**src/rtl/crypto_src_arbiter_if.sv**
```systemverilog
// Operand-path handshake between the four operand sources/crypto core and the arbiter.
// The master side is the sources and the core; the slave side is crypto_src_arbiter.
interface crypto_src_arbiter_if;
    logic [3:0] req;
    logic       core_done;
    logic [1:0] select;
    logic [3:0] grant;
    logic       core_start;
    logic [3:0] done;
    logic       err;
    logic       busy;

    modport master (
        output req, core_done,
        input  select, grant, core_start, done, err, busy
    );

    modport slave (
        input  req, core_done,
        output select, grant, core_start, done, err, busy
    );
endinterface

```
**src/rtl/crypto_src_arbiter.sv**
```systemverilog
// Round-robin arbiter/sequencer for the shared 128-bit crypto core operand mux.
// Grants one source, pulses core_start, holds select until core_done or watchdog expiry.
module crypto_src_arbiter #(
    parameter int TIMEOUT = 64
) (
    input  logic                 clk,
    input  logic                 rst,
    crypto_src_arbiter_if.slave  bus
);
    localparam int CW = $clog2(TIMEOUT);
    localparam logic [CW-1:0] LAST_CNT = CW'(TIMEOUT - 1);

    localparam logic [1:0] S_IDLE    = 2'd0;
    localparam logic [1:0] S_START   = 2'd1;
    localparam logic [1:0] S_WAIT    = 2'd2;
    localparam logic [1:0] S_RELEASE = 2'd3;

    logic [1:0]    state;
    logic [1:0]    last_winner;
    logic [CW-1:0] cnt;
    logic [1:0]    winner;

    // Search from last_winner+1 upward; descending loop lets the nearest candidate win.
    always_comb begin
        // NOTE: default first so every path assigns winner and no latch is inferred.
        winner = 2'(last_winner + 2'd1);
        for (int i = 4; i >= 1; i--) begin
            if (bus.req[2'(last_winner + 2'(i))]) begin
                winner = 2'(last_winner + 2'(i));
            end
        end
    end

    always_ff @(posedge clk) begin
        if (rst) begin
            state          <= S_IDLE;
            last_winner    <= 2'd3;
            cnt            <= '0;
            bus.select     <= 2'd0;
            bus.grant      <= 4'd0;
            bus.core_start <= 1'b0;
            bus.done       <= 4'd0;
            bus.err        <= 1'b0;
            bus.busy       <= 1'b0;
        end else begin
            // NOTE: non-blocking throughout so every register updates from pre-edge values.
            bus.core_start <= 1'b0;
            bus.done       <= 4'd0;
            bus.err        <= 1'b0;
            case (state)
                S_IDLE: begin
                    if (|bus.req) begin
                        bus.grant      <= 4'b0001 << winner;
                        bus.select     <= winner;
                        bus.core_start <= 1'b1;
                        bus.busy       <= 1'b1;
                        state          <= S_START;
                    end
                end
                S_START: begin
                    cnt   <= '0;
                    state <= S_WAIT;
                end
                S_WAIT: begin
                    // core_done takes priority over a coincident terminal count.
                    if (bus.core_done) begin
                        bus.done    <= bus.grant;
                        last_winner <= bus.select;
                        state       <= S_RELEASE;
                    end else if (cnt == LAST_CNT) begin
                        bus.err     <= 1'b1;
                        last_winner <= bus.select;
                        state       <= S_RELEASE;
                    end else begin
                        cnt <= cnt + 1'b1;
                    end
                end
                S_RELEASE: begin
                    bus.grant <= 4'd0;
                    bus.busy  <= 1'b0;
                    state     <= S_IDLE;
                end
                default: state <= S_IDLE;
            endcase
        end
    end
endmodule

```
**src/flat_wrapper.sv**
```systemverilog
// flat-port wrapper written by rule: the top's interface ports become plain ports
module crypto_src_arbiter_flat 
#(
    parameter int TIMEOUT = 64
)
  (clk, rst, bus_req, bus_core_done, bus_select, bus_grant, bus_core_start, bus_done, bus_err, bus_busy);
  crypto_src_arbiter_if bus_i ();
  input  logic clk;
  input  logic rst;
  input wire logic [$bits(bus_i.req)-1:0] bus_req;
  input wire logic [$bits(bus_i.core_done)-1:0] bus_core_done;
  output wire logic [$bits(bus_i.select)-1:0] bus_select;
  output wire logic [$bits(bus_i.grant)-1:0] bus_grant;
  output wire logic [$bits(bus_i.core_start)-1:0] bus_core_start;
  output wire logic [$bits(bus_i.done)-1:0] bus_done;
  output wire logic [$bits(bus_i.err)-1:0] bus_err;
  output wire logic [$bits(bus_i.busy)-1:0] bus_busy;
  assign bus_i.req = bus_req;
  assign bus_i.core_done = bus_core_done;
  assign bus_select = bus_i.select;
  assign bus_grant = bus_i.grant;
  assign bus_core_start = bus_i.core_start;
  assign bus_done = bus_i.done;
  assign bus_err = bus_i.err;
  assign bus_busy = bus_i.busy;
  crypto_src_arbiter #(.TIMEOUT(TIMEOUT)) u_core (.clk(clk), .rst(rst), .bus(bus_i));
endmodule
```
**config.mk**
```make
export PLATFORM = sky130hd
export DESIGN_NAME = crypto_src_arbiter_flat
export DESIGN_NICKNAME = d
export VERILOG_FILES = /design/src/rtl/crypto_src_arbiter_if.sv /design/src/rtl/crypto_src_arbiter.sv /design/src/flat_wrapper.sv
export SDC_FILE = /design/constraint.sdc
export NUM_CORES = 1
export LEC_CHECK = 0
export CAP_MARGIN = 30
export CORE_UTILIZATION = 40
export CTS_CLUSTER_DIAMETER = 80
export CTS_CLUSTER_SIZE = 24
export DETAILED_ROUTE_END_ITERATION = 8
export PLACE_DENSITY_LB_ADDON = 0.2
export SETUP_SLACK_MARGIN = 0.15
export SLEW_MARGIN = 10
export SYNTH_ARGS = -nofsm -noshare
export SYNTH_HDL_FRONTEND = slang
export SYNTH_SLANG_ARGS = --single-unit
```
**constraint.sdc**
```tcl
create_clock -name clk -period 2.4 [get_ports clk]
set_clock_uncertainty 0.1 [all_clocks]
set_input_delay 0.24 -clock clk [delete_from_list [all_inputs] [get_ports clk]]
set_output_delay 0.24 -clock clk [all_outputs]
set_load 0.01 [all_outputs]
```
==> results.cfg, run 1 <==
[status]
status = completed

[grt]
grt_overflow = 0
first_global_vias = 838
grt_pass1_wl_mm = 3.68
grt_max_degree = 19
grt_usage = 0.179
antenna_found_initial = 0

[drt]
ant_nets = 0
drt_iter0_drc = 6
wl_mm = 2.17
drt_pass1_iterations = 4
post_drt_wl_per_cell_um = 12.5
vias = 925
viasPerCell = 5.35
drc = 0

[clock_tree]
clock_latency_ns = 0.31
post_cts_resized = 0
holdBufCountCts = 0
cts_setup_buffers = 0
htree_num_levels = 1
clock_path_buffers = 2
cts_made_buffers = 3
cts.clk_slew.worst_paths_ns = 0.12
cts_tree = done
clock-root-buffer = clkbuf_4
cts_num_sinks = 23

[sta]
slew_headroom = 0.571
hold_viol = 0
report.final.slew_viol_count = 0
worst_pin_slew_ns = 0.641
fmax_mhz = 550
timing.final.crit_share = 0.758
rsz0062_at_grt = no
finalCriticalPeriod_ns = 1.82
setup_violations = 0
fin_tns_setup_ns = 0

[floorplan]
die_area_um2 = 2870
fp.dieW_um = 53.6
io_pins = 20
coreArea_um2 = 2500
rows = 18
start_util = 0.426
die_h_um = 53.6

[final_layout]
layout_common_cells = dfxtp_1, clkdlybuf4s50_1, nor2_1
final_common_cell = dfxtp_1
area_delta_synth_final_pct = 23.3
antenna_cells = 0
drive_gt1_frac = 0.0979
nets = 156
finish.utilization = 0.525

[synth]
synth_largest_area_cell = dfxtp_1
synth_edf_count = 0
syn_nets = 134
syn-cell-area_um2 = 1060
postSynthAreaPerCell_um2 = 8.73
yosys.area.top_type_share = 0.432
ys_ff_latch = 23
ys_seq_area_frac = 0.432
ys_warn_count = 0
synth_cell_type_count = 38
synthTopCellsByArea = dfxtp_1, nor2_1, ha_1, a21oi_1, nand2_1
ys.flop_type = dfxtp_1
async_reset_ff_frac = 0
postSynthCellCount = 122

[placement]
portBuffers = 19
place.gp.congestion = 0.791
hpwl_mm = 1.66

[setup_path]
reg2reg_slack_ns = 0.58
cp_data_required_time_ns = 2.52
cp_slowest_cell = dfxtp_1
cpLargestDelayFamily = compound AO/OA/AOI/OAI gates
cp_max_fo = 5
path_cells = ha_1, nand3_1, nor2_2, o21ai_1, a211o_1
crit_type = reg -> reg
startpoint_type = register
critPathBufInv = 0
cp_slowest_stage_delay_ns = 0.41
crit_path_end_kind = register
critical_path_arrival_ns = 1.93

[power_and_ir_drop]
power_density_nw_per_um2 = 877
vdd_ir_drop_max_uv = 682
p_leak_nw = 0.479

[run]
cap_violations = 0

[hold_path]
hp-class = reg -> reg
==> metrics by stage <==
stage               total power, mW  hold slack (ns)  cells  instance area (µm²)  worst slack, ns
finish                         1.15            0.381    173                 1310            0.581
global route                   1.24            0.417    173                 1310            0.480
CTS                            1.16            0.383    173                 1310            0.592
detailed placement            0.980            0.367    169                 1280            0.392
global placement              0.965            0.360    169                 1280            0.477
floorplan                     0.810            0.318    122                 1060            0.819
==> logic make-up after synthesis <==
logic type,synth area share
AND/OR/NAND/NOR,0.246
AO/OA/AOI/OAI,0.189
flip-flops,0.432
buffers and inverters,0.0388
adder cells (fa/ha/maj),0.0588
XOR/XNOR,0.0165
multiplexers,0.0188
==> worst min-delay path, delay by kind of cell, from the launching register on <==
| kind | cells | cell delay [ns] |
|---|---|---|
| AND/OR/NAND/NOR | 1 | 0.06 |
| AO/OA/AOI/OAI | 1 | 0.05 |
| flip-flops | 1 | 0.34 |
==> Yosys cell counts, types with 2 or more instances <==
cell type  instances
a211o_1            2
a211oi_1           2
a21oi_1            7
and2_1             4
clkbuf_1           2
dfxtp_1           23
ha_1               5
inv_1              6
inv_2              3
mux2i_1            2
nand2_1            9
nand3_1            5
nand3b_1           2
nor2_1            18
nor2b_1            2
nor3_1             2
o21ai_0            4
o21ai_1            3
o221ai_1           2
==> sequential cells by signal (all words and copies together), names as in the netlist <==
signal	count
u_core.bus.select	2
u_core.last_winner	2
u_core.bus.err	1
u_core.bus.busy	1
u_core.bus.done	4
u_core.bus.core_start	1
u_core.cnt	6
u_core.state	2
u_core.bus.grant	4
==> final cells by class <==
class	count	area (µm²)
Inverter	9	33.8
Multi-Input combinational cell	88	563
Clock inverter	1	5.00
Clock buffer	3	22.5
Timing Repair Buffer	19	190
Tap cell	30	37.5
Sequential cell	23	460
Fill cell	244	1190
==> power by group <==
group	internal (mW)	total [mW]	switching (mW)
clock	0.0624	0.175	0.113
combinational	0.225	0.467	0.242
sequential	0.450	0.508	0.0580
total	0.738	1.15	0.413
==> layer usage <==
| layer | global-route usage | wire length (µm) | vias up |
|---|---|---|---|
| li1 | - | - | 468 |
| met1 | 0.212 | 997 | 430 |
| met2 | 0.296 | 1000 | 21 |
| met3 | 0.0593 | 116 | 6 |
| met4 | 0.0702 | 49 | 0 |
| met5 | 0 | 0 | - |
==> final timing paths <==
| path | start | end | depth (start not counted) |
|---|---|---|---|
| max | u_core.cnt[0] | u_core.last_winner[0] | 5 |
| min | u_core.bus.grant[1] | u_core.bus.grant[1] | 2 |
| max reg2reg | u_core.cnt[0] | u_core.last_winner[0] | 5 |
| min reg2reg | u_core.bus.grant[1] | u_core.bus.grant[1] | 2 |
(Power assumes the default switching activity.)
==> run 2, diff against run 1 <==
==> constraint.sdc (replaced) <==
create_clock -name clk -period 1.85 [get_ports clk]
set_clock_uncertainty 0.1 [all_clocks]
set_input_delay 0.185 -clock clk [delete_from_list [all_inputs] [get_ports clk]]
set_output_delay 0.185 -clock clk [all_outputs]
set_load 0.01 [all_outputs]
==> run 2 against run 1 <==
Net effect: die area unchanged; core utilization is 4.0 points higher; clock power is 30% higher; power is 37% higher; register-to-register slack lost 0.42 ns; sequential power rose by 30%; critical endpoint is now u_core.cnt[3]; cell area grew 7.5%; final cell count up 4.0%; global-route usage is 0.25 points higher; clock-buffer cell count grew 1; wire length up 0.42%; first-iteration DRC count rose to 2.8 times the previous value; highest routed layer unchanged.
==> results.cfg, run 2 (synthesis gave the netlist of run 1 again) <==
[setup_path]
cp_slowest_stage_delay_ns = 0.37
r2r_start = u_core.state[0]
cp_max_fo = 8
cp_data_required_time_ns = 1.99
crit_type = reg -> reg
startpoint = u_core.state[0]
cp_slowest_cell = or3_1
crit_path_end_kind = register
rr_endpoint = u_core.cnt[3]
critical_path_arrival_ns = 1.83
startpoint_type = register
r2r_cells = 6
path_cells = inv_1, ha_2, or2_2, o311ai_4, or3_1, a21oi_1
reg2reg_slack_ns = 0.16

[sta]
timing.final.crit_share = 0.915
rsz0062_at_grt = yes
worst_pin_slew_ns = 0.338
finalCriticalPeriod_ns = 1.69
report.final.slew_viol_count = 0
hold_viol = 0
slew_headroom = 0.773
hold_ws_ns = 0.376
fmax_mhz = 591
setup_violations = 0

[final_layout]
area_delta_synth_final_pct = 32.5
finish.utilization = 0.565
nets = 163
largestRegisters = u_core.cnt x6, u_core.bus.done x4, u_core.bus.grant x4
largest_register_ffs = 6
antenna_cells = 0
fin_area_um2 = 1410
multiInputGateArea_um2 = 607
final_common_cell = dfxtp_1
layout_common_cells = dfxtp_1, clkdlybuf4s50_1, nor2_1
drive_gt1_frac = 0.180
num-fill-cells = 222
regMostFlops = u_core.cnt
layout.cells.non_filler = 180
regArea_um2 = 464

[floorplan]
start_util = 0.426
die_area_um2 = 2870
rows = 18
fp.dieW_um = 53.6
io_pins = 20
die_h_um = 53.6
coreArea_um2 = 2500

[power_and_ir_drop]
switching_power_mw = 0.549
p_seq_frac = 0.418
pwr-share-clk = 0.144
intPower_mw = 1.03
vdd_ir_drop_max_uv = 607
pwr-share-comb = 0.438
switching_share = 0.348
power_density_nw_per_um2 = 1120
p_leak_nw = 0.526

[grt]
antenna_found_initial = 0
grt_max_degree = 13
grt_usage = 0.181
grt_pass1_wl_mm = 3.82
grt_overflow = 0
first_global_vias = 858

[clock_tree]
cts_tree = done
clock_latency_ns = 0.30
cts_made_buffers = 3
clock_path_buffers = 2
cts.clk_slew.worst_paths_ns = 0.12
holdBufCountCts = 0
cts_num_sinks = 23
htree_num_levels = 1
clock-root-buffer = clkbuf_4

[drt]
post_drt_wl_per_cell_um = 12.1
drc = 0
vias = 960
wl_mm = 2.18
drt_iter0_drc = 17
drt_pass1_iterations = 4
viasPerCell = 5.33
ant_nets = 0

[placement]
portBuffers = 19
place_inst = 175
hpwl_mm = 1.65
placed_cell_area_um2 = 1330
place.gp.congestion = 0.788

[status]
status = completed

[run]
cap_violations = 0

[hold_path]
hp-class = reg -> reg
min_to = u_core.bus.grant[1]
hold_start = u_core.bus.grant[1]
min_path_cells = 2
## run 2: area by class of cell
class,instances,area share
sequential,23,0.329
multi-input combinational,88,0.430
inverter,9,0.0239
clock buffer,4,0.0186
tap,30,0.0266
timing repair buffer,26,0.172
## run 2: what timing repair did
item / 4_1_cts / 5_1_grt
resized for setup: 5 / 6
buffers inserted: 0 / 1
pin swaps: 0 / 1
setup endpoints to repair: 5 / 9
cloned: 0 / 0
## run 2: critical path, delay by kind of cell (launching register included)
| family | cells | cell delay, ns |
|---|---|---|
| fa+ha+maj | 1 | 0.27 |
| compound gates | 2 | 0.27 |
| buf+inv | 1 | 0.10 |
| flops | 1 | 0.36 |
| simple gates | 2 | 0.54 |
## run 2: worst max path at each step
stage | depth (start not counted) | end | slack, ns
finish | 6 | u_core.cnt[3] | 0.16
global route | 6 | u_core.cnt[3] | 0.08
CTS | 6 | u_core.cnt[3] | 0.17
detailed placement | 6 | u_core.state[1] | -0.02
global placement | 6 | u_core.state[1] | 0.05
floorplan | 7 | u_core.cnt[5] | 0.27
## run 2: power by group through the flow
stage,Combinational (mW),Clock [mW],Sequential (mW)
3_5_place_dp,0.646,0,0.668
3_3_place_gp,0.634,0,0.663
2_1_floorplan,0.370,0,0.681
5_1_grt,0.776,0.259,0.675
4_1_cts,0.673,0.239,0.657
6_report,0.691,0.227,0.660
## run 2: per-stage QoR
stage                     total power [mW]  setup slack, ns  TNS [ns]
after floorplan                       1.05            0.269         0
final                                 1.58            0.157         0
after global routing                  1.71           0.0783         0
after CTS                             1.57            0.175         0
after detailed placement              1.31          -0.0161   -0.0161
after global placement                1.30           0.0478         0
## run 2: metal layers
layer / track usage / share of wire / vias up
met1: 0.250 / 0.49 / 439
met2: 0.288 / 0.44 / 28
met3: 0.0282 / 0.058 / 4
li1: - / - / 489
met5: 0 / 0 / -
met4: 0.0570 / 0.018 / 0
==> run 3, diff against run 2 <==
--- a/config.mk
+++ b/config.mk
@@ -5,11 +5,11 @@
 export SDC_FILE = /design/constraint.sdc
 export NUM_CORES = 1
 export LEC_CHECK = 0
-export CAP_MARGIN = 30
 export CORE_UTILIZATION = 40
 export CTS_CLUSTER_DIAMETER = 80
 export CTS_CLUSTER_SIZE = 24
 export DETAILED_ROUTE_END_ITERATION = 8
+export GPL_ROUTABILITY_DRIVEN = 1
 export PLACE_DENSITY_LB_ADDON = 0.2
 export SETUP_SLACK_MARGIN = 0.15
 export SLEW_MARGIN = 10
==> results of run 3 <==
The final DEF is identical to that of run 2; final timing and power are the same.
